$ cat config.mk
export PLATFORM = sky130hd
export DESIGN_NAME = ysyx_25070198_mem_arbiter
export DESIGN_NICKNAME = d
export VERILOG_FILES = /design/src/rtl/ysyx_25070198_bus_pkg.sv /design/src/rtl/ysyx_25070198_arb_timeout.sv /design/src/rtl/ysyx_25070198_mem_arbiter.sv
export SDC_FILE = /design/constraint.sdc
export NUM_CORES = 1
export LEC_CHECK = 0
export CORE_AREA = 2 2 109 111
export CTS_BUF_LIST = sky130_fd_sc_hd__clkbuf_2 sky130_fd_sc_hd__clkbuf_4 sky130_fd_sc_hd__clkbuf_8
export DETAILED_ROUTE_END_ITERATION = 12
export DIE_AREA = 0 0 111 113
export MAX_ROUTING_LAYER = met4
export PLACE_DENSITY = 0.66
export SYNTH_ARGS = -nofsm -noshare
export SYNTH_HDL_FRONTEND = slang
export SYNTH_SLANG_ARGS = --single-unit
$ cat constraint.sdc
create_clock -name clk_i -period 2.4 [get_ports clk_i]
set_clock_uncertainty 0.1 [all_clocks]
set_input_delay 0.72 -clock clk_i [delete_from_list [all_inputs] [get_ports clk_i]]
set_output_delay 0.72 -clock clk_i [all_outputs]
set_load 0.005 [all_outputs]
$ cat src/rtl/ysyx_25070198_bus_pkg.sv
// Shared types and constants for the SimpleBus memory arbiter.
//   arb_state_t : arbiter sequencing states (IDLE -> REQ -> WAIT)
//   owner_t     : which master owns the current access
//   ERR_RDATA_DEFAULT / TIMEOUT_CYC_DEFAULT : default parameter values
package ysyx_25070198_bus_pkg;

  typedef enum logic [1:0] {
    IDLE = 2'd0,
    REQ  = 2'd1,
    WAIT = 2'd2
  } arb_state_t;

  typedef enum logic {
    OWN_IFU = 1'b0,
    OWN_LSU = 1'b1
  } owner_t;

  localparam logic [31:0] ERR_RDATA_DEFAULT   = 32'hDEADBEEF;
  localparam int unsigned TIMEOUT_CYC_DEFAULT = 256;

endpackage

$ cat src/rtl/ysyx_25070198_arb_timeout.sv
// Watchdog counter for the arbiter WAIT phase.
//   clk_i    : clock
//   rst_i    : synchronous active-low reset
//   clr_i    : force the count to zero
//   en_i     : count one cycle
//   expire_o : en_i is set and the count has reached TIMEOUT_CYC-1
module ysyx_25070198_arb_timeout #(
  parameter int unsigned TIMEOUT_CYC = 256
) (
  input  logic clk_i,
  input  logic rst_i,
  input  logic clr_i,
  input  logic en_i,
  output logic expire_o
);

  localparam int unsigned CW = $clog2(TIMEOUT_CYC);
  localparam logic [CW-1:0] LAST = CW'(TIMEOUT_CYC - 1);

  logic [CW-1:0] cnt_q, cnt_d;

  // Saturate at LAST; the arbiter leaves WAIT on expiry anyway.
  always_comb begin
    cnt_d = cnt_q;
    if (clr_i) begin
      cnt_d = '0;
    end else if (en_i && (cnt_q != LAST)) begin
      cnt_d = cnt_q + CW'(1);
    end
  end

  always_ff @(posedge clk_i) begin
    if (!rst_i) begin
      cnt_q <= '0;
    end else begin
      cnt_q <= cnt_d;
    end
  end

  assign expire_o = en_i && (cnt_q == LAST);

endmodule

$ cat src/rtl/ysyx_25070198_mem_arbiter.sv
// Shares one SimpleBus memory port between the IFU (read-only) and the LSU.
// Each access runs IDLE (arbitrate) -> REQ (address phase) -> WAIT (response),
// and the response is routed to the registered owner. A watchdog aborts a WAIT
// that never sees mem_resp_i, returning ERR_RDATA and pulsing bus_err_o.
// Optional build macro YSYX_ARB_RR_EN: round-robin arbitration instead of
// fixed LSU priority.
// Ports:
//   clk_i, rst_i (sync, active-low)
//   ifu_req_i/ifu_addr_i -> ifu_gnt_o, ifu_rvalid_o, ifu_rdata_o
//   lsu_req_i/lsu_wen_i/lsu_addr_i/lsu_wdata_i/lsu_wmask_i
//                        -> lsu_gnt_o, lsu_rvalid_o, lsu_rdata_o
//   mem_req_o/mem_wen_o/mem_addr_o/mem_wdata_o/mem_wmask_o, mem_ready_i,
//   mem_resp_i/mem_rdata_i
//   bus_err_o (timeout pulse), busy_o (not IDLE)
module ysyx_25070198_mem_arbiter
  import ysyx_25070198_bus_pkg::*;
#(
  parameter int unsigned TIMEOUT_CYC = TIMEOUT_CYC_DEFAULT,
  parameter logic [31:0] ERR_RDATA   = ERR_RDATA_DEFAULT
) (
  input  logic        clk_i,
  input  logic        rst_i,
  input  logic        ifu_req_i,
  input  logic [31:0] ifu_addr_i,
  output logic        ifu_gnt_o,
  output logic        ifu_rvalid_o,
  output logic [31:0] ifu_rdata_o,
  input  logic        lsu_req_i,
  input  logic        lsu_wen_i,
  input  logic [31:0] lsu_addr_i,
  input  logic [31:0] lsu_wdata_i,
  input  logic [3:0]  lsu_wmask_i,
  output logic        lsu_gnt_o,
  output logic        lsu_rvalid_o,
  output logic [31:0] lsu_rdata_o,
  output logic        mem_req_o,
  output logic        mem_wen_o,
  output logic [31:0] mem_addr_o,
  output logic [31:0] mem_wdata_o,
  output logic [3:0]  mem_wmask_o,
  input  logic        mem_ready_i,
  input  logic        mem_resp_i,
  input  logic [31:0] mem_rdata_i,
  output logic        bus_err_o,
  output logic        busy_o
);

  arb_state_t state_q, state_d;
  owner_t     owner_q, owner_d, pick;
  logic       wen_q, wen_d;
  logic       owner_req, in_req, in_wait, gnt, resp, tmo, done, expire;
  logic       own_lsu;
  logic [31:0] rsp_data;

  // Outputs are gated by rst_i so everything reads 0 while reset is held.
  assign in_req    = rst_i && (state_q == REQ);
  assign in_wait   = rst_i && (state_q == WAIT);
  assign own_lsu   = (owner_q == OWN_LSU);
  assign owner_req = own_lsu ? lsu_req_i : ifu_req_i;
  assign gnt       = in_req && mem_ready_i && owner_req;
  assign resp      = in_wait && mem_resp_i;
  assign tmo       = in_wait && !mem_resp_i && expire;
  assign done      = resp || tmo;

`ifdef YSYX_ARB_RR_EN
  // Last granted master; on a tie the other one wins.
  owner_t rr_q;

  always_ff @(posedge clk_i) begin
    if (!rst_i) begin
      rr_q <= OWN_IFU;
    end else if (gnt) begin
      rr_q <= owner_q;
    end
  end

  always_comb begin
    pick = lsu_req_i ? OWN_LSU : OWN_IFU;
    if (lsu_req_i && ifu_req_i) begin
      pick = (rr_q == OWN_LSU) ? OWN_IFU : OWN_LSU;
    end
  end
`else
  assign pick = lsu_req_i ? OWN_LSU : OWN_IFU;
`endif

  ysyx_25070198_arb_timeout #(
    .TIMEOUT_CYC(TIMEOUT_CYC)
  ) u_timeout (
    .clk_i   (clk_i),
    .rst_i   (rst_i),
    .clr_i   (state_q != WAIT),
    .en_i    (state_q == WAIT),
    .expire_o(expire)
  );

  // Next-state: owner is latched in IDLE and frozen until the access completes.
  always_comb begin
    state_d = state_q;
    owner_d = owner_q;
    wen_d   = wen_q;
    case (state_q)
      IDLE: begin
        if (ifu_req_i || lsu_req_i) begin
          state_d = REQ;
          owner_d = pick;
        end
      end
      REQ: begin
        if (gnt) begin
          state_d = WAIT;
          wen_d   = own_lsu && lsu_wen_i;
        end
      end
      WAIT: begin
        if (done) begin
          state_d = IDLE;
        end
      end
      default: state_d = IDLE;
    endcase
  end

  always_ff @(posedge clk_i) begin
    if (!rst_i) begin
      state_q <= IDLE;
      owner_q <= OWN_IFU;
      wen_q   <= 1'b0;
    end else begin
      state_q <= state_d;
      owner_q <= owner_d;
      wen_q   <= wen_d;
    end
  end

  // Response data: memory data wins over a same-cycle timeout.
  assign rsp_data = resp ? mem_rdata_i : ERR_RDATA;

  always_comb begin
    mem_req_o    = in_req;
    mem_wen_o    = 1'b0;
    mem_addr_o   = '0;
    mem_wdata_o  = '0;
    mem_wmask_o  = '0;
    ifu_gnt_o    = gnt && !own_lsu;
    lsu_gnt_o    = gnt && own_lsu;
    ifu_rvalid_o = done && !own_lsu;
    lsu_rvalid_o = done && own_lsu;
    ifu_rdata_o  = '0;
    lsu_rdata_o  = '0;
    bus_err_o    = tmo;
    busy_o       = rst_i && (state_q != IDLE);
    if (in_req) begin
      if (own_lsu) begin
        mem_wen_o   = lsu_wen_i;
        mem_addr_o  = lsu_addr_i;
        mem_wdata_o = lsu_wdata_i;
        mem_wmask_o = lsu_wmask_i;
      end else begin
        mem_addr_o  = ifu_addr_i;
      end
    end
    if (done && !own_lsu) begin
      ifu_rdata_o = rsp_data;
    end
    // A completed store returns 0; a timed-out store still returns ERR_RDATA.
    if (done && own_lsu && !(resp && wen_q)) begin
      lsu_rdata_o = rsp_data;
    end
  end

endmodule

==> results by group, run 1 <==
Run status
  • Status: finished, violations left
  • Failing checks: setup timing

Floorplan
  • Vert. Die Dim: 113 um
  • Rows: 39
  • Die ar.: 0.01254 mm^2
  • Initial Utilization: 0.1999
  • Die width: 111 um
  • I/O pins: 279
  • CORE AREA: 0.01127 mm^2

STA
  • Max Slew Vio Count: 0
  • Slew @ Worst Pin: 0.3171 ns
  • Fmax: 364.4 MHz
  • Final worst slack: -0.3444 ns
  • Number of hold violations in the final report: 0
  • Max-slew headroom: 0.7826
  • Final min period: 2.744 ns
  • Min Hold Slack: 0.4862 ns
  • # setup viols final: 136
  • RSZ-0062 raised after global routing: true
  • Fin crit share: 1.143

Synth
  • Cell area after synthesis: 0.002253 mm^2
  • Synth top area cells: nor3_2 (17%), mux2i_1 (15%), and3_1 (11%)
  • YS warnings: 0
  • Post-synthesis area per instance: 7.562 um^2
  • Count of state elements after synthesis: 12
  • Post-synthesis sequential area ratio: 0.1066
  • Top_reg_cell synth: dfxtp_1
  • Post-Synthesis Cells: 298
  • Share of Yosys cell area claimed by the top area cell type: 0.1732
  • Unique masters post-synth: 43
  • Area leader, netlist: nor3_2
  • Syn_nets: 438
  • Post-synth ARST share: 0
  • Number of flops mapped to enable cells by yosys: 0

Detailed routing
  • Vias: 4050
  • ANT nets after route: 0
  • TritonRoute pass-1 iters: 4
  • DRT iter0 DRCs: 198
  • Routed wire length: 16.30 mm
  • Routed len/inst: 19.66 um
  • Drt drc: 0
  • DR vias/cell: 4.885

Critical path
  • Data required, critical path: 1.58 ns
  • Crit. End Element: output pin
  • Capturing point of the worst reg2reg path: wen_q$_SDFFE_PN0P_
  • Crit path from: rst_i
  • Worst path arrival time: 1.92 ns
  • Kind of critical path: input port to output pin
  • Flop-to-flop setup slack: 0.61 ns
  • Worst setup SP type: input port
  • Reg2reg path depth: 9
  • Crit path max fanout: 4
  • Reg2reg start: state_q[1]$_SDFFE_PN0P_
  • Crit path capture: lsu_rdata_o[19]

Flow run
  • Max-Cap Viols: 0

Global route
  • Largest net degree at the start of global routing: 39
  • Grt ovf: 0
  • Vias in the first global route: 4229
  • Initial antenna violation count: 0
  • Total global-route track usage: 0.2345
  • First-pass GRT wire length: 23.02 mm

CTS
  • CTS Sinks: 12
  • CTS H-tree lvls: 1
  • Clock-pin slew on the worst setup and hold paths: 0.05 ns
  • Cts hold-fix bufs: 0
  • Maximum root-to-sink buffer count: 2
  • Num CTS Buffers: 3
  • Worst-Skew Late Latency: 0.25 ns
  • CTS tree: built
  • Clk root buf: clkbuf_8

Cells and area
  • Final Instance Count excl. Fillers: 829
  • Fillers: 852
  • Fin nets: 827
  • Share of cells above drive strength 1: 0.6603
  • Area Overhead vs Synth: 225.7%
  • # diodes: 0

Min path
  • Min-Delay Path Class: flop to flop

Power
  • Peak VDD IR: 0.0001090 V
  • Pwr per Cell Area: 177.4 mW/mm^2
  • Leakage: 3.191 nW

Place
  • DP HPWL: 9.982 mm
  • Placed Cells: 730
  • IO buf count: 278
  • Final Wtd Congestion: 0.9504
## placed cells by master (no fill, tap or decap), types with 2 or more instances in the layout
master,count
buf_2,80
buf_6,108
nand2_1,3
buf_8,12
dfxtp_2,2
buf_16,6
dlygate4sd2_1,4
mux2i_1,33
nand3_1,3
o21ai_0,4
a31oi_1,2
nor2_4,50
and3_1,3
nor2_2,5
o31a_4,3
nor3_1,6
dfxtp_1,9
and3_4,38
a21bo_2,2
nor2_1,6
and2_1,6
a21oi_1,4
nor3_2,24
buf_12,23
clkbuf_16,2
nand3b_1,2
buf_4,42
nor3_4,24
a211oi_1,2
clkbuf_8,4
clkdlybuf4s50_1,133
a21boi_0,2
and2_4,11
clkbuf_2,3
## cell families after synthesis
group,count (synthesis),share of synthesized area
AND/OR/NAND/NOR,199,0.5702
buffers and inverters,33,0.1022
multiplexers,33,0.1466
AO/OA/AOI/OAI,20,0.06885
flip-flops,12,0.1066
adder cells (fa/ha/maj),1,0.005552
## state kept, by name (all words and copies together) (netlist names)
signal / count
u_timeout.cnt_q: 8
wen_q: 1
state_q: 2
own_lsu: 1
## area by class of cell
type,count,area [um^2],share of cell area
repair buffers,414,4179,0.5694
multi-input cells,255,2669,0.3636
flip-flops and latches,12,246.5,0.03358
well taps,143,178.9,0.02438
clock buffers,4,55.05,0.007501
inverters,1,11.26,0.001534
## power by group
part           total (mW)  internal, mW  leakage, nW  switching [mW]
Sequential          0.210         0.203       0.0989         0.00672
Combinational       0.865         0.533         3.06           0.332
Clock               0.227         0.145       0.0288          0.0820
## stage by stage
step / instance area, um^2 / utilization / power, mW / setup WS [ns] / TNS (ns)
finish: 7340 / 0.6511 / 1.302 / -0.3444 / -18.90
global route: 7340 / 0.6511 / 1.358 / -0.3902 / -24.35
CTS: 6711 / 0.5954 / 1.228 / -0.4841 / -28.50
detailed placement: 5500 / 0.4880 / 0.8015 / -0.9706 / -120.22
global placement: 5500 / 0.4880 / 0.7977 / -0.9801 / -118.18
floorplan: 2332 / - / 0.4138 / -0.005001 / -0.04501
## worst min-delay path by stage
stage / from / end / slack [ns] / cells past startpoint
2_1_floorplan: u_timeout.cnt_q[1]$_SDFFE_PP0P_ / u_timeout.cnt_q[1]$_SDFFE_PP0P_ / 0.37 / 2
3_3_place_gp: u_timeout.cnt_q[4]$_SDFFE_PP0P_ / u_timeout.cnt_q[4]$_SDFFE_PP0P_ / 0.48 / 2
3_5_place_dp: wen_q$_SDFFE_PN0P_ / wen_q$_SDFFE_PN0P_ / 0.49 / 1
4_1_cts: wen_q$_SDFFE_PN0P_ / wen_q$_SDFFE_PN0P_ / 0.49 / 1
5_1_grt: wen_q$_SDFFE_PN0P_ / wen_q$_SDFFE_PN0P_ / 0.52 / 1
6_report: wen_q$_SDFFE_PN0P_ / wen_q$_SDFFE_PN0P_ / 0.49 / 1
## per-layer routing
metal / vias to the layer above / global-route usage / part of all wire
met5: - / - / 0
met4: 0 / 0.09000 / 0.048
met3: 51 / 0.04339 / 0.072
met2: 242 / 0.4409 / 0.54
met1: 1903 / 0.2427 / 0.34
li1: 1854 / - / -
## synthesized netlist by cell type (3+ instances only)
library cell   n
o21ai_0        4
nor2_1        61
a21oi_1        4
clkbuf_1       9
buf_2          4
dfxtp_1       12
nor3_1        15
mux2i_1       33
buf_6          8
and2_1        17
and3_1        41
nand3_1        3
nand2_1        3
buf_4         10
nor3_2        39
## what timing repair did
action / CTS / global route
resized for setup: 737 / 186
setup endpoints to repair: 140 / 139
pin swaps: 47 / 73
cloned: 14 / 3
setup buffers: 66 / 33
## critical path, stage by stage
cell and delay [ns]:
buf_8 0.08, buf_6 0.09, nand4b_4 0.14, buf_6 0.16
buf_12 0.13, buf_12 0.13, buf_6 0.11, nor2_4 0.15
nor3_2 0.08, buf_2 0.14
(Power assumes the default switching activity.)
==> inputs of run 2 (changes only) <==
==> constraint.sdc (replaced) <==
create_clock -name clk_i -period 3.4 [get_ports clk_i]
set_clock_uncertainty 0.1 [all_clocks]
set_input_delay 1.02 -clock clk_i [delete_from_list [all_inputs] [get_ports clk_i]]
set_output_delay 1.02 -clock clk_i [all_outputs]
set_load 0.005 [all_outputs]
==> run 2 against run 1 <==
  * The run now ends clean
  * Power down 42%
  * Clock power is 31% lower
  * Combinational power decreased by 49%
  * Register-to-register slack improved by 0.93 ns
  * Critical path depth down 4
  * Hold slack lost 0.078 ns
  * Core utilization is 13 points lower
  * Global-route usage decreased by 4.0 points
  * Sequential power shrank 27%
  * Cell count down 9.2%
  * Critical path type unchanged
  * Highest routed layer unchanged
==> results by group, run 2 (synthesis results as in run 1) <==
Detailed routing
  • Routed len/inst: 16.99 um (-14%)
  • DRT iter0 DRCs: 167 (-16%)
  • ANT nets after route: 0 (unchanged)
  • Drt drc: 0 (unchanged)
  • DR vias/cell: 4.672 (-4.4%)
  • TritonRoute pass-1 iters: 4 (unchanged)
  • Routed wire length: 12.79 mm (-21%)
  • Vias: 3518 (-13%)

STA
  • RSZ-0062 raised after global routing: false
  • Fmax: 298.0 MHz
  • Min Hold Slack: 0.4087 ns (-0.07755 ns)
  • Final min period: 3.356 ns
  • # setup viols final: 0 (-100%)
  • Sum Neg Setup Slack: 0 ns (+18.90 ns)
  • Max Slew Vio Count: 0 (unchanged)
  • Number of hold violations in the final report: 0 (unchanged)
  • Max-slew headroom: 0.7058 (-0.07672)
  • Fin crit share: 0.9871
  • Slew @ Worst Pin: 0.4412 ns (+0.1241 ns)

Floorplan
  • I/O pins: 279 (unchanged)
  • CORE AREA: 0.01127 mm^2 (unchanged)
  • Initial Utilization: 0.1999 (unchanged)
  • Vert. Die Dim: 113 um (unchanged)
  • Rows: 39 (unchanged)
  • Die ar.: 0.01254 mm^2 (unchanged)
  • Die width: 111 um (unchanged)

Cells and area
  • Fin nets: 751 (-9.2%)
  • Area Overhead vs Synth: 161.5%
  • Leading registers by flop count: u_timeout.cnt_q (8), state_q (2)
  • Fillers: 1049 (+23%)
  • FF+latch area: 241.5 um^2 (-2.0%)
  • Most flop-heavy register: u_timeout.cnt_q
  • Util after Layout: 0.5228 (-0.1283)
  • Most frequent cells in the layout: clkdlybuf4s50_1 (157), dlygate4sd2_1 (62), and3_1 (41), nor3_2 (37), nor2_1 (36)
  • Multi-input gate area: 0.002038 mm^2 (-24%)
  • Max reg flops: 8 (unchanged)
  • # diodes: 0 (unchanged)
  • Final Instance Count excl. Fillers: 753 (-9.2%)
  • Share of cells above drive strength 1: 0.2902 (-0.3702)
  • Most common cell after layout, fill and taps aside: clkdlybuf4s50_1

Min path
  • WHS Path Cells: 2 (+1)
  • Worst min-delay path endpoint: u_timeout.cnt_q[1]$_SDFFE_PP0P_
  • Min-Delay Path Class: flop to flop
  • Min-delay src: u_timeout.cnt_q[1]$_SDFFE_PP0P_

Critical path
  • Kind of critical path: input port to output pin
  • Highest cell delay on the worst timing path: 0.36 ns (+0.20 ns)
  • Worst path arrival time: 2.24 ns (+0.32 ns)
  • Crit path top cell by count: buf_4
  • Flop-to-flop setup slack: 1.54 ns (+0.93 ns)
  • Critical-path top delay cell: o31a_4
  • Data required, critical path: 2.28 ns (+0.70 ns)
  • Cell Chain, Critical Path: buf_4 -> buf_4 -> o31a_4 -> buf_4 -> nor3_2 -> dlygate4sd2_1
  • Top delay family on crit path: buffers and inverters
  • Reg2reg path depth: 6 (-3)
  • Crit path max fanout: 4 (unchanged)
  • Capturing point of the worst reg2reg path: state_q[1]$_SDFFE_PN0P_
  • Crit. End Element: output pin
  • Reg2reg start: u_timeout.cnt_q[0]$_SDFFE_PP0P_
  • Bufs and invs on worst path: 4 (-3)
  • Worst setup SP type: input port

Power
  • Int Pwr: 0.5341 mW (-39%)
  • Switching power of the nets: 0.2156 mW (-49%)
  • Pwr per Cell Area: 127.2 mW/mm^2 (-28%)
  • Leakage: 2.909 nW (-8.9%)
  • Switching Share: 0.2875 (-0.03568)
  • Comb power frac: 0.587 (-0.077)
  • Clock power frac: 0.208 (+0.033)
  • Reg power frac: 0.204 (+0.043)
  • Peak VDD IR: 0.0001076 V (-1.3%)
  • Pwr Total: 0.7497 mW (-42%)

CTS
  • Clock-pin slew on the worst setup and hold paths: 0.06 ns (about the same)
  • CTS Sinks: 12 (unchanged)
  • Num CTS Buffers: 3 (unchanged)
  • Worst-Skew Late Latency: 0.24 ns (about the same)
  • Clk root buf: clkbuf_8
  • Maximum root-to-sink buffer count: 2 (unchanged)
  • CTS H-tree lvls: 1 (unchanged)
  • CTS tree: built

Place
  • DP HPWL: 9.831 mm (-1.5%)
  • IO buf count: 278 (unchanged)
  • Final Wtd Congestion: 0.8830 (-7.1%)
  • Placed Cells: 714 (-2.2%)

Run status
  • Status: completed

Global route
  • Grt ovf: 0 (unchanged)
  • Total global-route track usage: 0.1940 (-0.04043)
  • Vias in the first global route: 3564 (-16%)
  • Initial antenna violation count: 0 (unchanged)
  • Largest net degree at the start of global routing: 41 (+5.1%)
  • First-pass GRT wire length: 19.02 mm (-17%)

Flow run
  • Max-Cap Viols: 0 (unchanged)
==> run 2: cell type report <==
| cell class | instances | share of cell area |
|---|---|---|
| clock buffer | 4 | 0.009342 |
| inverter | 1 | 0.001486 |
| multi-input combinational | 254 | 0.3459 |
| sequential | 12 | 0.04098 |
| tap | 143 | 0.03036 |
| timing repair buffer | 339 | 0.5720 |
==> run 2: through the flow <==
step | cell area, um^2 | setup WS [ns]
6_report | 5893 | 0.04391
4_1_cts | 5801 | -0.05541
3_3_place_gp | 5268 | -0.6391
3_5_place_dp | 5268 | -0.6846
5_1_grt | 5893 | 0.008373
2_1_floorplan | 2253 | 0.3597
==> run 2: per-layer routing <==
metal	wire length [um]	part of all wire	up-vias	track usage
met4	358	0.028	0	0.06417
met5	0	0	-	-
met2	6782	0.53	196	0.3652
li1	-	-	1697	-
met3	848	0.066	25	0.02410
met1	4805	0.38	1600	0.2118
==> run 2: worst min-delay path: stages, from the launching register on <==
cell,delay (ns)
dfxtp_1,0.33
nand3_1,0.07
a21oi_1,0.05
==> run 2: how the worst max path moves through the flow <==
stage	from	end	slack [ns]	cells past startpoint
after floorplan	rst_i	ifu_rdata_o[10]	0.36	7
after global placement	mem_resp_i	ifu_rdata_o[31]	-0.64	5
after detailed placement	mem_resp_i	ifu_rdata_o[2]	-0.68	5
after CTS	mem_resp_i	ifu_rdata_o[31]	-0.06	9
after global routing	rst_i	mem_addr_o[14]	0.008	6
final	mem_resp_i	lsu_rdata_o[1]	0.04	6
==> run 2: power by group through the flow <==
| stage | Clock, mW | Combinational, mW | Sequential (mW) |
|---|---|---|---|
| global placement | 0 | 0.388 | 0.157 |
| detailed placement | 0 | 0.392 | 0.156 |
| CTS | 0.159 | 0.442 | 0.153 |
| finish | 0.156 | 0.440 | 0.153 |
| floorplan | 0 | 0.139 | 0.149 |
| global route | 0.170 | 0.470 | 0.154 |
==> run 2: timing repair <==
action,CTS,global route
endpoints found under the setup margin,140,67
endpoints found under the hold margin,0,0
pin swaps,9,7
gates resized for setup,281,31
hold buffers,0,0
buffers inserted,27,3
gates cloned,6,0
==> inputs of run 3 (changes only) <==
--- a/config.mk
+++ b/config.mk
@@ -11,6 +11,7 @@
 export DIE_AREA = 0 0 111 113
 export MAX_ROUTING_LAYER = met4
 export PLACE_DENSITY = 0.66
+export REMOVE_ABC_BUFFERS = 1
 export SYNTH_ARGS = -nofsm -noshare
 export SYNTH_HDL_FRONTEND = slang
 export SYNTH_SLANG_ARGS = --single-unit
==> run 3 against run 2 <==
  * Cell count decreased by 1.6%
  * Register-to-register slack gained 0.06 ns
  * Wire length is 7.9% higher
  * Maximum frequency down 0.21%
  * Non-clock buffer count down 14
  * Sequential power about the same
  * Hold slack better by 0.042 ns
  * Power shrank 3.1%
  * Critical path depth is the same
  * Critical endpoint is now ifu_rdata_o[31]
  * Largest power group unchanged
  * Highest routed layer unchanged
==> results by group, run 3 (synthesis results as in run 1) <==
Run status
  • Status: completed

Critical path
  • Highest cell delay on the worst timing path: 0.29 ns (-0.07 ns)
  • Kind of critical path: input port to output pin
  • Worst path arrival time: 2.24 ns (about the same)
  • Worst setup SP type: input port
  • Data required, critical path: 2.28 ns (about the same)
  • Flop-to-flop setup slack: 1.60 ns (+0.06 ns)
  • Top delay family on crit path: buffers and inverters
  • Bufs and invs on worst path: 3 (-1)
  • Crit path max fanout: 12 (+8)
  • Cell Chain, Critical Path: clkdlybuf4s15_2 -> and3b_2 -> nand2b_4 -> bufbuf_16 -> nor3_1 -> dlygate4sd2_1
  • Crit. End Element: output pin
  • Critical-path top delay cell: bufbuf_16

Floorplan
  • I/O pins: 279 (unchanged)
  • Rows: 39 (unchanged)
  • Die ar.: 0.01254 mm^2 (unchanged)
  • Initial Utilization: 0.1999 (unchanged)
  • CORE AREA: 0.01127 mm^2 (unchanged)
  • Vert. Die Dim: 113 um (unchanged)
  • Die width: 111 um (unchanged)

STA
  • Max-slew headroom: 0.6179 (-0.08793)
  • # setup viols final: 0 (unchanged)
  • Slew @ Worst Pin: 0.5719 ns (+0.1306 ns)
  • Max Slew Vio Count: 0 (unchanged)
  • Number of hold violations in the final report: 0 (unchanged)
  • Fin crit share: 0.9892 (+0.002086)
  • Fmax: 297.3 MHz (-0.21%)
  • Final worst slack: 0.03681 ns (-0.007091 ns)
  • Final min period: 3.363 ns (+0.007091 ns)

Cells and area
  • Share of cells above drive strength 1: 0.2642 (-0.02595)
  • # diodes: 0 (unchanged)
  • Most flop-heavy register: u_timeout.cnt_q
  • FF+latch area: 241.5 um^2 (unchanged)
  • Leading registers by flop count: u_timeout.cnt_q (8), state_q (2)
  • Most common cell after layout, fill and taps aside: clkdlybuf4s50_1
  • Final Instance Count excl. Fillers: 741 (-1.6%)
  • Max reg flops: 8 (unchanged)
  • Most frequent cells in the layout: clkdlybuf4s50_1 (136), dlygate4sd2_1 (100), nor2_1 (41), nor3_2 (40), and3_1 (37)
  • Util after Layout: 0.4870 (-0.03585)
  • Fin nets: 739 (-1.6%)
  • Multi-input gate area: 0.001924 mm^2 (-5.6%)
  • Fillers: 1109 (+5.7%)
  • Area Overhead vs Synth: 143.6%

Flow run
  • Max-Cap Viols: 0 (unchanged)

CTS
  • CTS tree: built
  • Cts hold-fix bufs: 0 (unchanged)
  • Num CTS Buffers: 3 (unchanged)
  • CTS H-tree lvls: 1 (unchanged)
  • Clk root buf: clkbuf_8
  • Worst-Skew Late Latency: 0.24 ns (about the same)
  • CTS Sinks: 12 (unchanged)
  • Clock-pin slew on the worst setup and hold paths: 0.06 ns (about the same)
  • Maximum root-to-sink buffer count: 2 (unchanged)

Power
  • Switching power of the nets: 0.2148 mW (-0.37%)
  • Int Pwr: 0.5113 mW (-4.3%)
  • Pwr per Cell Area: 132.3 mW/mm^2 (+4.0%)
  • Peak VDD IR: 0.0001002 V (-6.8%)
  • Clock power frac: 0.216 (+0.008)
  • Switching Share: 0.2958 (+0.008234)
  • Comb power frac: 0.577 (-0.010)
  • Leakage: 2.792 nW (-4.0%)
  • Reg power frac: 0.208 (+0.004)

Min path
  • Min-Delay Path Class: flop to flop

Global route
  • Largest net degree at the start of global routing: 44 (+7.3%)
  • Vias in the first global route: 3530 (-0.95%)
  • Initial antenna violation count: 0 (unchanged)
  • Grt ovf: 0 (unchanged)
  • First-pass GRT wire length: 20.38 mm (+7.1%)
  • Total global-route track usage: 0.2112 (+0.01712)

Place
  • DP HPWL: 10.87 mm (+11%)
  • Placed Cells: 717 (+0.42%)
  • Post-place setup slack: -0.6852 ns (-0.0005480 ns)
  • IO buf count: 278 (unchanged)
  • Final Wtd Congestion: 0.9390 (+6.3%)

Detailed routing
  • Routed len/inst: 18.63 um (+9.7%)
  • Drt drc: 0 (unchanged)
  • ANT nets after route: 0 (unchanged)
  • TritonRoute pass-1 iters: 4 (unchanged)
  • DRT iter0 DRCs: 192 (+15%)
  • DR vias/cell: 4.694 (+0.46%)
  • Vias: 3478 (-1.1%)
  • Routed wire length: 13.81 mm (+7.9%)
## run 3: cell types whose count changed in the layout (fill, tap and decap cells not counted), sizes merged, moves of 3 or more
cell / delta
buf: -38
clkdlybuf4s15: -3
clkbuf: +20
dlymetal6s2s: -10
clkdlybuf4s50: -21
dlygate4sd2: +38
## run 3: timing repair
action,CTS,global route
cloned,6,0
resized for setup,204,52
setup endpoints to repair,140,52
endpoints found under the hold margin,0,0
pin swaps,6,3
buffers inserted,11,3
## run 3: per-layer routing
metal  global-route usage  part of all wire  vias to the layer above
li1                     -                 -                     1667
met1               0.2264              0.38                     1597
met2               0.3939              0.52                      188
met3              0.03910             0.073                       26
met4              0.06750             0.034                        0
met5                    -                 0                        -
## run 3: power by group through the flow
stage / registers, mW / logic (mW) / clock network (mW)
4_1_cts: 0.151 / 0.419 / 0.159
2_1_floorplan: 0.168 / 0.100 / 0
5_1_grt: 0.152 / 0.447 / 0.165
6_report: 0.151 / 0.419 / 0.157
3_3_place_gp: 0.153 / 0.390 / 0
3_5_place_dp: 0.153 / 0.393 / 0
## run 3: per-stage QoR
| stage | instance area (um^2) | hold slack [ns] | power (mW) | setup TNS, ns |
|---|---|---|---|---|
| floorplan | 2027 | 0.3696 | 0.2685 | -26.08 |
| global placement | 5265 | 0.4109 | 0.5433 | -67.09 |
| detailed placement | 5265 | 0.4331 | 0.5468 | -68.76 |
| CTS | 5497 | 0.4451 | 0.7289 | -0.2707 |
| global route | 5489 | 0.4632 | 0.7644 | -0.001956 |
| finish | 5489 | 0.4508 | 0.7261 | 0 |
## run 3: cell type report
| class | instances | area share |
|---|---|---|
| multi-input cells | 256 | 0.3506 |
| well taps | 143 | 0.03260 |
| repair buffers | 325 | 0.5612 |
| inverters | 1 | 0.001596 |
| clock buffers | 4 | 0.01003 |
| flip-flops and latches | 12 | 0.04399 |
## run 3: final timing paths
path	start	to	cells after the start
setup / recovery	rst_i	ifu_rdata_o[31]	6
hold / removal	u_timeout.cnt_q[4]$_SDFFE_PP0P_	u_timeout.cnt_q[4]$_SDFFE_PP0P_	1
setup reg to reg	state_q[1]$_SDFFE_PN0P_	wen_q$_SDFFE_PN0P_	9
hold reg to reg	u_timeout.cnt_q[4]$_SDFFE_PP0P_	u_timeout.cnt_q[4]$_SDFFE_PP0P_	1
